## src/rtl/money_field_if.sv

```systemverilog
// Bundle of the money field's game-side inputs and its collect/render outputs.
// The game/video logic drives through master; the money field consumes through slave.
interface money_field_if #(
    parameter int NUM_SLOTS = 4
) ();
    localparam int SLOT_W = (NUM_SLOTS > 1) ? $clog2(NUM_SLOTS) : 1;

    logic                 SpawnEnable;
    logic                 P1Full;
    logic                 P2Full;
    logic [2:0]           Random;
    logic [4:0]           P1HbOffset;
    logic [4:0]           P2HbOffset;
    logic [9:0]           P1X;
    logic [9:0]           P1Y;
    logic [9:0]           P2X;
    logic [9:0]           P2Y;
    logic [9:0]           DrawX;
    logic [9:0]           DrawY;
    logic [1:0]           P1Collect;
    logic [1:0]           P2Collect;
    logic [SLOT_W-1:0]    P1Slot;
    logic [SLOT_W-1:0]    P2Slot;
    logic [NUM_SLOTS-1:0] ActiveMask;
    logic                 MoneyPixel;
    logic [1:0]           Tile;
    logic [4:0]           PixelX;
    logic [4:0]           PixelY;

    modport slave (
        input  SpawnEnable, P1Full, P2Full, Random, P1HbOffset, P2HbOffset,
        input  P1X, P1Y, P2X, P2Y, DrawX, DrawY,
        output P1Collect, P2Collect, P1Slot, P2Slot, ActiveMask,
        output MoneyPixel, Tile, PixelX, PixelY
    );

    modport master (
        output SpawnEnable, P1Full, P2Full, Random, P1HbOffset, P2HbOffset,
        output P1X, P1Y, P2X, P2Y, DrawX, DrawY,
        input  P1Collect, P2Collect, P1Slot, P2Slot, ActiveMask,
        input  MoneyPixel, Tile, PixelX, PixelY
    );
endinterface

```

## src/rtl/money_field.sv

```systemverilog
// Multi-slot cash bag manager: per-slot spawn/cooldown FSMs, two-player grab
// arbitration with registered collect pulses, and the combinational sprite lookup.
module money_field #(
    parameter int         NUM_SLOTS    = 4,
    parameter logic [9:0] SLOT_X0      = 10'd64,
    parameter logic [9:0] SLOT_PITCH   = 10'd128,
    parameter logic [9:0] SPAWN_Y      = 10'd436,
    parameter logic [9:0] MONEY_W      = 10'd18,
    parameter logic [9:0] MONEY_H      = 10'd18,
    parameter int         BASE_RESPAWN = 595,
    parameter int         DELAY_STEP   = 60,
    parameter int         TIMER_W      = 11,
    parameter int         GOLD_EN      = 1
) (
    input  logic          FrameClk,
    input  logic          Reset,
    money_field_if.slave  bus
);
    localparam int SLOT_W = (NUM_SLOTS > 1) ? $clog2(NUM_SLOTS) : 1;

    typedef enum logic [1:0] {
        SLOT_IDLE   = 2'd0,
        SLOT_ACTIVE = 2'd1,
        SLOT_COOL   = 2'd2
    } slot_state_e;

    // Player hitboxes are 16x16 starting 16 rows below the sprite origin.
    logic [9:0] p1_hx, p1_hy, p2_hx, p2_hy;
    assign p1_hx = bus.P1X + {5'd0, bus.P1HbOffset};
    assign p1_hy = bus.P1Y + 10'd16;
    assign p2_hx = bus.P2X + {5'd0, bus.P2HbOffset};
    assign p2_hy = bus.P2Y + 10'd16;

    logic [NUM_SLOTS-1:0] active;
    logic [NUM_SLOTS-1:0] p1_ovl;
    logic [NUM_SLOTS-1:0] p2_ovl;
    logic [NUM_SLOTS-1:0] pix_hit;
    logic [NUM_SLOTS-1:0] granted;
    logic [1:0]           slot_tier [NUM_SLOTS];
    logic [4:0]           slot_px   [NUM_SLOTS];
    logic [4:0]           slot_py   [NUM_SLOTS];

    for (genvar gi = 0; gi < NUM_SLOTS; gi++) begin : g_slot
        localparam logic [9:0] SLOT_X  = 10'(SLOT_X0 + gi * SLOT_PITCH);
        localparam logic [9:0] SLOT_XR = SLOT_X + MONEY_W;
        localparam logic [9:0] SLOT_YB = SPAWN_Y + MONEY_H;
        localparam logic [2:0] IDX3    = 3'(gi);

        slot_state_e          state_q, state_d;
        logic [1:0]           tier_q, tier_d;
        logic [2:0]           delay_q, delay_d;
        logic [TIMER_W-1:0]   timer_q, timer_d;
        logic [2:0]           roll_r;
        logic [1:0]           roll_tier;
        logic [TIMER_W-1:0]   cool_last;
        logic                 is_active;

        // Each slot sees its own scrambled view of the shared random bits.
        assign roll_r    = bus.Random ^ IDX3;
        assign roll_tier = ((GOLD_EN != 0) && (roll_r[1:0] == 2'b11)) ? 2'd3
                                                                     : {1'b0, roll_r[0]} + 2'd1;
        assign cool_last = TIMER_W'(BASE_RESPAWN) + TIMER_W'(delay_q) * TIMER_W'(DELAY_STEP);

        always_ff @(posedge FrameClk) begin
            if (Reset) begin
                state_q <= SLOT_IDLE;
                tier_q  <= 2'd0;
                delay_q <= 3'd0;
                timer_q <= '0;
            end else begin
                state_q <= state_d;
                tier_q  <= tier_d;
                delay_q <= delay_d;
                timer_q <= timer_d;
            end
        end

        always_comb begin
            state_d = state_q;
            tier_d  = tier_q;
            delay_d = delay_q;
            timer_d = timer_q;
            if (!bus.SpawnEnable) begin
                state_d = SLOT_IDLE;
                tier_d  = 2'd0;
                delay_d = 3'd0;
                timer_d = '0;
            end else begin
                case (state_q)
                    SLOT_IDLE: begin
                        state_d = SLOT_ACTIVE;
                        tier_d  = roll_tier;
                    end
                    SLOT_ACTIVE: begin
                        if (granted[gi]) begin
                            state_d = SLOT_COOL;
                            delay_d = roll_r;
                            timer_d = '0;
                        end
                    end
                    SLOT_COOL: begin
                        // Timer starts at 0 on the grant edge, so the last count adds one frame.
                        if (timer_q == cool_last) begin
                            state_d = SLOT_ACTIVE;
                            tier_d  = roll_tier;
                            timer_d = '0;
                        end else begin
                            timer_d = timer_q + 1'b1;
                        end
                    end
                    default: state_d = SLOT_IDLE;
                endcase
            end
        end

        always_comb begin
            is_active = (state_q == SLOT_ACTIVE);
        end

        assign active[gi]    = is_active;
        assign slot_tier[gi] = tier_q;
        assign p1_ovl[gi] = (p1_hx < SLOT_XR) && (SLOT_X < p1_hx + 10'd16) &&
                            (p1_hy < SLOT_YB) && (SPAWN_Y < p1_hy + 10'd16);
        assign p2_ovl[gi] = (p2_hx < SLOT_XR) && (SLOT_X < p2_hx + 10'd16) &&
                            (p2_hy < SLOT_YB) && (SPAWN_Y < p2_hy + 10'd16);
        assign pix_hit[gi] = is_active &&
                             (bus.DrawX >= SLOT_X) && (bus.DrawX < SLOT_XR) &&
                             (bus.DrawY >= SPAWN_Y) && (bus.DrawY < SLOT_YB);
        assign slot_px[gi] = 5'(bus.DrawX - SLOT_X);
        assign slot_py[gi] = 5'(bus.DrawY - SPAWN_Y);
    end

    // P2 picks first; P1 then picks among what P2 left behind.
    logic [NUM_SLOTS-1:0] p2_cand, p1_cand, p2_onehot, p1_onehot;
    logic                 p2_found, p1_found;
    logic [SLOT_W-1:0]    p2_idx, p1_idx;

    always_comb begin
        p2_cand  = active & p2_ovl & {NUM_SLOTS{!bus.P2Full}};
        p2_found = 1'b0;
        p2_idx   = '0;
        for (int i = NUM_SLOTS - 1; i >= 0; i--) begin
            if (p2_cand[i]) begin
                p2_found = 1'b1;
                p2_idx   = SLOT_W'(i);
            end
        end
        p2_onehot = p2_found ? (NUM_SLOTS'(1) << p2_idx) : '0;

        p1_cand  = active & p1_ovl & ~p2_onehot & {NUM_SLOTS{!bus.P1Full}};
        p1_found = 1'b0;
        p1_idx   = '0;
        for (int i = NUM_SLOTS - 1; i >= 0; i--) begin
            if (p1_cand[i]) begin
                p1_found = 1'b1;
                p1_idx   = SLOT_W'(i);
            end
        end
        p1_onehot = p1_found ? (NUM_SLOTS'(1) << p1_idx) : '0;
        granted   = p1_onehot | p2_onehot;
    end

    logic [1:0]        p1_collect_q, p1_collect_d, p2_collect_q, p2_collect_d;
    logic [SLOT_W-1:0] p1_slot_q, p1_slot_d, p2_slot_q, p2_slot_d;

    always_comb begin
        p1_collect_d = 2'd0;
        p1_slot_d    = '0;
        p2_collect_d = 2'd0;
        p2_slot_d    = '0;
        if (bus.SpawnEnable) begin
            if (p1_found) begin
                p1_collect_d = slot_tier[p1_idx];
                p1_slot_d    = p1_idx;
            end
            if (p2_found) begin
                p2_collect_d = slot_tier[p2_idx];
                p2_slot_d    = p2_idx;
            end
        end
    end

    always_ff @(posedge FrameClk) begin
        if (Reset) begin
            p1_collect_q <= 2'd0;
            p1_slot_q    <= '0;
            p2_collect_q <= 2'd0;
            p2_slot_q    <= '0;
        end else begin
            p1_collect_q <= p1_collect_d;
            p1_slot_q    <= p1_slot_d;
            p2_collect_q <= p2_collect_d;
            p2_slot_q    <= p2_slot_d;
        end
    end

    assign bus.P1Collect  = p1_collect_q;
    assign bus.P1Slot     = p1_slot_q;
    assign bus.P2Collect  = p2_collect_q;
    assign bus.P2Slot     = p2_slot_q;
    assign bus.ActiveMask = active;

    always_comb begin
        bus.MoneyPixel = 1'b0;
        bus.Tile       = 2'd0;
        bus.PixelX     = 5'd0;
        bus.PixelY     = 5'd0;
        for (int i = NUM_SLOTS - 1; i >= 0; i--) begin
            if (pix_hit[i] && bus.SpawnEnable) begin
                bus.MoneyPixel = 1'b1;
                bus.Tile       = slot_tier[i];
                bus.PixelX     = slot_px[i];
                bus.PixelY     = slot_py[i];
            end
        end
    end
endmodule

```

## src/flat_wrapper.sv

```systemverilog
// flat-port wrapper written by rule: the top's interface ports become plain ports
module money_field_flat 
#(
    parameter int         NUM_SLOTS    = 4,
    parameter logic [9:0] SLOT_X0      = 10'd64,
    parameter logic [9:0] SLOT_PITCH   = 10'd128,
    parameter logic [9:0] SPAWN_Y      = 10'd436,
    parameter logic [9:0] MONEY_W      = 10'd18,
    parameter logic [9:0] MONEY_H      = 10'd18,
    parameter int         BASE_RESPAWN = 595,
    parameter int         DELAY_STEP   = 60,
    parameter int         TIMER_W      = 11,
    parameter int         GOLD_EN      = 1
)
  (FrameClk, Reset, bus_SpawnEnable, bus_P1Full, bus_P2Full, bus_Random, bus_P1HbOffset, bus_P2HbOffset, bus_P1X, bus_P1Y, bus_P2X, bus_P2Y, bus_DrawX, bus_DrawY, bus_P1Collect, bus_P2Collect, bus_P1Slot, bus_P2Slot, bus_ActiveMask, bus_MoneyPixel, bus_Tile, bus_PixelX, bus_PixelY);
  money_field_if #(.NUM_SLOTS(NUM_SLOTS)) bus_i ();
  input  logic FrameClk;
  input  logic Reset;
  input wire logic [$bits(bus_i.SpawnEnable)-1:0] bus_SpawnEnable;
  input wire logic [$bits(bus_i.P1Full)-1:0] bus_P1Full;
  input wire logic [$bits(bus_i.P2Full)-1:0] bus_P2Full;
  input wire logic [$bits(bus_i.Random)-1:0] bus_Random;
  input wire logic [$bits(bus_i.P1HbOffset)-1:0] bus_P1HbOffset;
  input wire logic [$bits(bus_i.P2HbOffset)-1:0] bus_P2HbOffset;
  input wire logic [$bits(bus_i.P1X)-1:0] bus_P1X;
  input wire logic [$bits(bus_i.P1Y)-1:0] bus_P1Y;
  input wire logic [$bits(bus_i.P2X)-1:0] bus_P2X;
  input wire logic [$bits(bus_i.P2Y)-1:0] bus_P2Y;
  input wire logic [$bits(bus_i.DrawX)-1:0] bus_DrawX;
  input wire logic [$bits(bus_i.DrawY)-1:0] bus_DrawY;
  output wire logic [$bits(bus_i.P1Collect)-1:0] bus_P1Collect;
  output wire logic [$bits(bus_i.P2Collect)-1:0] bus_P2Collect;
  output wire logic [$bits(bus_i.P1Slot)-1:0] bus_P1Slot;
  output wire logic [$bits(bus_i.P2Slot)-1:0] bus_P2Slot;
  output wire logic [$bits(bus_i.ActiveMask)-1:0] bus_ActiveMask;
  output wire logic [$bits(bus_i.MoneyPixel)-1:0] bus_MoneyPixel;
  output wire logic [$bits(bus_i.Tile)-1:0] bus_Tile;
  output wire logic [$bits(bus_i.PixelX)-1:0] bus_PixelX;
  output wire logic [$bits(bus_i.PixelY)-1:0] bus_PixelY;
  assign bus_i.SpawnEnable = bus_SpawnEnable;
  assign bus_i.P1Full = bus_P1Full;
  assign bus_i.P2Full = bus_P2Full;
  assign bus_i.Random = bus_Random;
  assign bus_i.P1HbOffset = bus_P1HbOffset;
  assign bus_i.P2HbOffset = bus_P2HbOffset;
  assign bus_i.P1X = bus_P1X;
  assign bus_i.P1Y = bus_P1Y;
  assign bus_i.P2X = bus_P2X;
  assign bus_i.P2Y = bus_P2Y;
  assign bus_i.DrawX = bus_DrawX;
  assign bus_i.DrawY = bus_DrawY;
  assign bus_P1Collect = bus_i.P1Collect;
  assign bus_P2Collect = bus_i.P2Collect;
  assign bus_P1Slot = bus_i.P1Slot;
  assign bus_P2Slot = bus_i.P2Slot;
  assign bus_ActiveMask = bus_i.ActiveMask;
  assign bus_MoneyPixel = bus_i.MoneyPixel;
  assign bus_Tile = bus_i.Tile;
  assign bus_PixelX = bus_i.PixelX;
  assign bus_PixelY = bus_i.PixelY;
  money_field #(.NUM_SLOTS(NUM_SLOTS), .SLOT_X0(SLOT_X0), .SLOT_PITCH(SLOT_PITCH), .SPAWN_Y(SPAWN_Y), .MONEY_W(MONEY_W), .MONEY_H(MONEY_H), .BASE_RESPAWN(BASE_RESPAWN), .DELAY_STEP(DELAY_STEP), .TIMER_W(TIMER_W), .GOLD_EN(GOLD_EN)) u_core (.FrameClk(FrameClk), .Reset(Reset), .bus(bus_i));
endmodule
```

## config.mk

```make
export PLATFORM = sky130hd
export DESIGN_NAME = money_field_flat
export DESIGN_NICKNAME = d
export VERILOG_FILES = /design/src/rtl/money_field_if.sv /design/src/rtl/money_field.sv /design/src/flat_wrapper.sv
export SDC_FILE = /design/constraint.sdc
export NUM_CORES = 1
export LEC_CHECK = 0
export BUFFER_PORTS_ARGS = -buffer_cell sky130_fd_sc_hd__buf_2
export CAP_MARGIN = 20
export CELL_PAD_IN_SITES_DETAIL_PLACEMENT = 0
export CELL_PAD_IN_SITES_GLOBAL_PLACEMENT = 1
export CORE_ASPECT_RATIO = 0.5
export CORE_MARGIN = 2
export CORE_UTILIZATION = 40
export DETAILED_ROUTE_END_ITERATION = 12
export GPL_TIMING_DRIVEN = 0
export PLACE_DENSITY = 0.86
export SLEW_MARGIN = 20
export SYNTH_ARGS = -nofsm -noshare
export SYNTH_HDL_FRONTEND = slang
export SYNTH_SLANG_ARGS = --single-unit
```

## constraint.sdc

```tcl
create_clock -name FrameClk -period 3.65 [get_ports FrameClk]
set_input_delay 0.5475 -clock FrameClk [delete_from_list [all_inputs] [get_ports FrameClk]]
set_output_delay 0.5475 -clock FrameClk [all_outputs]
set_load 0.05 [all_outputs]
```

==> impl_metrics.json, run 1 <==
{
  "status": "finished with violations",
  "violations": "setup timing",
  "clock_sinks": 80,
  "crit_required_ns": 3.88,
  "grt-ovfl-total": 0,
  "antenna_left": 0,
  "crit_start": "u_core.g_slot[0].delay_q[0]",
  "diodes": 0,
  "syn_avg_cell_area_um2": 8.208,
  "holdWs_ns": 0.5145,
  "dr_total_vias": 7109,
  "maxCapViolations": 0,
  "ys_warn_count": 0,
  "cp_max_fo": 6,
  "critPathArrivalTime_ns": 3.92,
  "cp-end-kind": "register",
  "io_buffer_count": 98,
  "max_slew.worst_pin.slew_ns": 0.9467,
  "die_area_um2": 19850,
  "antenna_found_initial": 0,
  "cts-buffers-inserted": 9,
  "setup_ws_ns": -0.04102,
  "core_area_um2": 18350,
  "place_congestion": 0.8486,
  "rr_startpoint": "u_core.g_slot[0].delay_q[0]",
  "fin_skew_ns": 0.006316,
  "yosys.area.top_type_share_pct": 21.44,
  "dp_cells": 1248,
  "synth_edf_count": 0,
  "ctsLongestPathBuffers": 2,
  "final_util_pct": 49.13,
  "syn-cell-area_um2": 7470,
  "final-hold-violation-count": 0,
  "synth.distinct_cells": 92,
  "slew-limit-headroom_pct": 36.08,
  "ys_ff_latch": 80,
  "drc": 0,
  "period_needed_ns": 3.691,
  "nFillCells": 1734,
  "first_iter_violations": 404,
  "async_reset_ff_share_pct": 0,
  "synth-seq-area-share_pct": 21.44,
  "worstSetupPathType": "reg -> reg",
  "via_per_inst": 5.554,
  "area.growth.synth_to_final_pct": 20.69,
  "track_usage_pct": 19.09,
  "cts_tree": "done",
  "layout.nets": 1181,
  "dp_slack_ns": -0.6943,
  "routedWlPerCell_um": 14.69,
  "grt_first_pass_wirelength_um": 31600,
  "layout.cells.non_filler": 1280,
  "synthCells": 910,
  "max_freq_mhz": 270.9,
  "hold_class": "reg -> reg",
  "first_pass_iters": 7,
  "grt_pass1_vias": 6683,
  "clk_pin_slew_ns": 0.06,
  "synthTopCellsByArea": "dfxtp_1 21%, ha_1 9.0%, xnor2_1 4.3%, nor2_1 4.1%, fa_1 3.8%",
  "dp_hpwl_um": 14370,
  "critPathLaunchType": "register",
  "die_y_um": 100.6,
  "cts-root-buf": "clkbuf_16",
  "leakagePower_nw": 3.882,
  "clock_latency_ns": 0.34,
  "grt_max_degree": 15,
  "initial_utilization_pct": 40.71,
  "die_w_um": 197.3,
  "hold_buffers": 0,
  "rows": 35,
  "htree_levels": 3,
  "io_pins": 103,
  "hp-start": "u_core.g_slot[1].timer_q[8]",
  "powerDensity_nw_per_um2": 242.9,
  "rrSetupSlack_ns": -0.04,
  "setup_viol": 8,
  "vdd_drop_max_mv": 0.2338,
  "finalMaxSlewViolations": 0,
  "routed_wl_um": 18810,
  "rsz0062_at_grt": "yes",
  "syn_nets": 1056,
  "ys.flop_type": "dfxtp_1",
  "timing.final.crit_share_pct": 101.1,
  "yosys.area.top_type": "dfxtp_1",
  "drive_above_1_share_pct": 23.37
}
==> metal layers <==
metal  wire, um  share of wire, %  global-route usage [%]
met5          0                 0                       0
met4        256               1.4                   4.106
met3        749               4.0                   3.212
met2       8715                46                   32.20
met1       9087                48                   25.78
==> worst max-delay path, cell delays in order (launching register included) <==
cell and delay, ns:
dfxtp_4 0.35, fa_2 0.49, ha_4 0.18, fa_2 0.59, ha_4 0.21, xor2_2 0.14, nor4_2 0.32, o2111ai_2 0.17
o41ai_2 0.41, or2_0 0.16, buf_4 0.15, buf_4 0.15, nor2_1 0.05, a211o_1 0.21
==> placed cells by master, fill, tap and decap left out, types with 11 or more instances in the layout <==
cell      synthesis  routed
clkbuf_1         15      13
buf_2             4     101
xor2_1           30      26
a31oi_1          17      16
nor3b_1          14      13
mux2i_1          18      18
o21a_1           12      11
ha_1             54      46
buf_4             8      24
nand3b_1         13      13
and3_1           28      28
and2_1           20      19
nor2b_1          19      19
nor3_1           21      21
nand4_1          12      12
nand2_1          59      59
o21ai_0          29      28
nor2_1           81      78
inv_1            40      40
a21oi_1          44      39
dfxtp_1          80      68
xnor2_1          37      36
nand3_1          48      48
a21o_1           17      17
a211o_1          11      11
==> worst paths after layout <==
kind,end,cells past startpoint
worst min register to register,u_core.g_slot[1].timer_q[8],2
worst min-delay path,u_core.g_slot[1].timer_q[8],2
worst max register to register,u_core.g_slot[0].timer_q[4],13
worst max-delay path,u_core.g_slot[0].timer_q[4],13
==> cell usage after synthesis, types with 5 or more instances <==
cell,instances
nor2b_1,19
or3_1,10
a21o_1,17
a31oi_1,17
o211ai_1,10
nor3_1,21
o21ai_0,29
dfxtp_1,80
and3_1,28
buf_4,8
nand3b_1,13
xnor2_1,37
xor2_1,30
a21bo_2,5
and2_1,20
a211oi_1,10
clkbuf_1,15
a211o_1,11
nor2_1,81
nand4_1,12
nand2_1,59
a22o_1,7
nand3_1,48
a211oi_2,6
a21oi_1,44
ha_1,54
nor3b_1,14
nor4_1,7
inv_1,40
mux2i_1,18
nand2b_1,8
o21a_1,12
fa_1,14
==> through the flow <==
step,instance area [um2],total power (W),setup TNS [ns]
6_report,9015,0.002189,-0.2005
5_1_grt,9015,0.002286,-2.868
4_1_cts,8787,0.002196,-0.4464
3_5_place_dp,8264,0.001296,-16.56
3_3_place_gp,8264,0.001286,-11.70
2_1_floorplan,7473,0.001171,0
==> cell families after synthesis <==
| group | Yosys count | share of synthesized area, % |
|---|---|---|
| fa+ha+maj | 68 | 12.80 |
| compound gates | 226 | 22.48 |
| buf+inv | 72 | 4.506 |
| mux | 20 | 2.864 |
| xor+xnor | 69 | 8.392 |
| flops | 80 | 21.44 |
| simple gates | 375 | 27.52 |
==> flip-flops by register name, indices dropped and copies added, names as in the netlist <==
signal / count
u_core.bus.P1Collect: 2
u_core.bus.P2Collect: 2
u_core.bus.P1Slot: 2
u_core.g_slot.tier_q: 8
u_core.g_slot.delay_q: 12
u_core.g_slot.state_q: 8
u_core.bus.P2Slot: 2
u_core.g_slot.timer_q: 44
==> where the power goes <==
group          switching (W)  total (W)  internal, W  leakage [nW]
sequential        0.00000965   0.000884     0.000874         0.655
clock               0.000375   0.000909     0.000534         0.143
combinational       0.000233   0.000397     0.000164          3.08
total               0.000618    0.00219      0.00157          3.88
==> repair_timing <==
item                       CTS  global route
pin swaps                   15             7
cloned                       1             0
setup endpoints to repair   54            50
resized for setup           43            37
setup buffers               12             4
==> final cells by class <==
| cell class | instances | area (um2) | area share [%] |
|---|---|---|---|
| Buffer | 31 | 193.9 | 2.151 |
| Sequential cell | 80 | 1637 | 18.15 |
| Multi-Input combinational cell | 758 | 5814 | 64.50 |
| Inverter | 40 | 150.1 | 1.666 |
| Clock buffer | 10 | 229.0 | 2.540 |
| Timing Repair Buffer | 115 | 621.8 | 6.898 |
| Clock inverter | 6 | 68.82 | 0.7634 |
| Tap cell | 240 | 300.3 | 3.331 |
Power figures use the tool's default switching activity.
==> run 2, diff against run 1 <==
--- a/config.mk
+++ b/config.mk
@@ -15,7 +15,9 @@
 export DETAILED_ROUTE_END_ITERATION = 12
 export GPL_TIMING_DRIVEN = 0
 export PLACE_DENSITY = 0.86
+export SETUP_SLACK_MARGIN = 0.5
 export SLEW_MARGIN = 20
 export SYNTH_ARGS = -nofsm -noshare
 export SYNTH_HDL_FRONTEND = slang
 export SYNTH_SLANG_ARGS = --single-unit
+export TNS_END_PERCENT = 50
==> run 2 against run 1 <==
The run still ends with setup timing left. Largest power group unchanged. Die area unchanged. Clock power up 12%. Sequential power about the same. Register-to-register slack got worse by 0.06 ns. Worst setup slack got worse by 0.059 ns. First-iteration DRC count rose by 6.9%. Via count grew 3.4%. Flip-flop and latch count unchanged. Final area rose by 9.9%. Critical endpoint is now u_core.g_slot[0].timer_q[10]. Global-route usage is 0.33 points higher.
==> impl_metrics.json, run 2 (synthesis gave the netlist of run 1 again) <==
{
  "status": "finished with violations",
  "violations": "setup timing",
  "max_slew.worst_pin.slew_ns": 0.9724,
  "setup_ws_ns": -0.1003,
  "clock_sinks": 80,
  "maxCapViolations": 0,
  "grt_max_degree": 15,
  "die_w_um": 197.3,
  "layout.cells.non_filler": 1302,
  "routed_wl_um": 19800,
  "timing.final.crit_share_pct": 102.7,
  "die_area_um2": 19850,
  "cts-buffers-inserted": 9,
  "initial_utilization_pct": 40.71,
  "first_iter_violations": 432,
  "final_util_pct": 54.01,
  "antenna_found_initial": 0,
  "layout.nets": 1203,
  "hold_class": "reg -> reg",
  "drive_above_1_share_pct": 32.49,
  "io_buffer_count": 98,
  "holdWs_ns": 0.5168,
  "first_pass_iters": 5,
  "grt_pass1_vias": 6771,
  "final_cell_mix": "88 x buf_2, 72 x nor2_1, 68 x dfxtp_1, 51 x nand2_1, 41 x ha_1",
  "period_needed_ns": 3.750,
  "fin_setup_tns_ns": -0.7021,
  "antenna_left": 0,
  "vdd_drop_max_mv": 0.1961,
  "io_pins": 103,
  "leakagePower_nw": 4.162,
  "powerDensity_nw_per_um2": 235.0,
  "worstSetupPathType": "reg -> reg",
  "clock_latency_ns": 0.34,
  "place_congestion": 0.8438,
  "grt_first_pass_wirelength_um": 31950,
  "power_w": 0.002329,
  "dp_cells": 1248,
  "htree_levels": 3,
  "hold_buffers": 0,
  "drc": 0,
  "grt-ovfl-total": 0,
  "rsz0062_at_grt": "yes",
  "regMostFlops": "u_core.g_slot.timer_q",
  "max_freq_mhz": 266.6,
  "die_y_um": 100.6,
  "track_usage_pct": 19.42,
  "cp-end-kind": "register",
  "area.growth.synth_to_final_pct": 32.68,
  "cp_max_fo": 5,
  "dp_hpwl_um": 14290,
  "reg_top3": "u_core.g_slot.timer_q: 44 flops, u_core.g_slot.delay_q: 12 flops",
  "via_per_inst": 5.647,
  "clk_pin_slew_ns": 0.06,
  "slew-limit-headroom_pct": 34.35,
  "crit_required_ns": 3.88,
  "layout_commonest_cell": "buf_2",
  "finalMaxSlewViolations": 0,
  "rows": 35,
  "core_area_um2": 18350,
  "cts-root-buf": "clkbuf_16",
  "fin_skew_ns": 0.008238,
  "final-hold-violation-count": 0,
  "routedWlPerCell_um": 15.21,
  "largest_register_ffs": 44,
  "ctsLongestPathBuffers": 2,
  "diodes": 0,
  "critPathLaunchType": "register",
  "cts_tree": "done",
  "dr_total_vias": 7353,
  "setup_viol": 11,
  "critPathArrivalTime_ns": 3.98
}
[run 2: cell count changes in the layout (fill, tap and decap cells not counted), moves of 7 or more]
| cell | before | now |
|---|---|---|
| a21oi_1 | 39 | 30 |
| and2_1 | 19 | 8 |
| and2_4 | 1 | 12 |
| buf_2 | 101 | 88 |
| buf_4 | 24 | 32 |
| buf_6 | 6 | 21 |
| buf_8 | 0 | 12 |
| nand2_1 | 59 | 51 |
| nand2_2 | 0 | 7 |
| nand3_1 | 48 | 40 |
| nand3_2 | 1 | 8 |
| o21ai_0 | 28 | 17 |
[run 2: path summary, 6_finish.rpt]
path / from / endpoint / slack (ns) / cells after the start
worst max-delay path: u_core.g_slot[0].delay_q[2] / u_core.g_slot[0].timer_q[10] / -0.10 / 14
worst min-delay path: u_core.g_slot[1].timer_q[8] / u_core.g_slot[1].timer_q[8] / 0.52 / 2
worst max register to register: u_core.g_slot[0].delay_q[2] / u_core.g_slot[0].timer_q[10] / -0.10 / 14
worst min register to register: u_core.g_slot[1].timer_q[8] / u_core.g_slot[1].timer_q[8] / 0.52 / 2
[run 2: repair_timing]
item	CTS	global route
gates cloned	4	0
pin swaps	73	73
setup endpoints to repair	80	86
buffers inserted	28	6
gates resized for setup	127	86
endpoints found under the hold margin	0	0
[run 2: worst max-delay path, cell delays in order, from the launching register on]
cell,delay (ns)
dfxtp_4,0.35
fa_2,0.60
ha_4,0.14
fa_2,0.46
ha_4,0.19
xor2_2,0.14
xnor2_1,0.13
nor4_1,0.30
o2111ai_2,0.20
o41ai_4,0.41
or2_1,0.18
buf_6,0.13
buf_6,0.12
nor2_1,0.04
a211o_1,0.25
[run 2: cell type report]
class	instances	area, um2
timing repair buffer	136	949.7
tap	240	300.3
clock buffer	12	289.0
inverter	40	152.6
clock inverter	4	53.80
buffer	32	242.7
fill	1609	8438
multi-input combinational	758	6276
sequential	80	1647
[run 2: power by group]
| part | total (W) | internal [W] | leakage, nW | switching (W) |
|---|---|---|---|---|
| clock | 0.00102 | 0.000636 | 0.170 | 0.000380 |
| sequential | 0.000881 | 0.000871 | 0.656 | 0.00000962 |
| combinational | 0.000433 | 0.000181 | 3.34 | 0.000251 |
| total | 0.00233 | 0.00169 | 4.16 | 0.000640 |
[run 2: through the flow]
step                      setup WS [ns]  area (um2)
after global routing            -0.2197        9911
final                           -0.1003        9911
after CTS                      -0.06928        9542
after global placement          -0.2834        8417
after detailed placement        -0.3502        8417
after floorplan                 0.04943        7626
[run 2: routing by layer]
layer,wire length (um),global-route usage (%)
met2,9532,33.04
met5,0,0
met3,889,3.078
met1,9128,26.04
met4,254,4.453
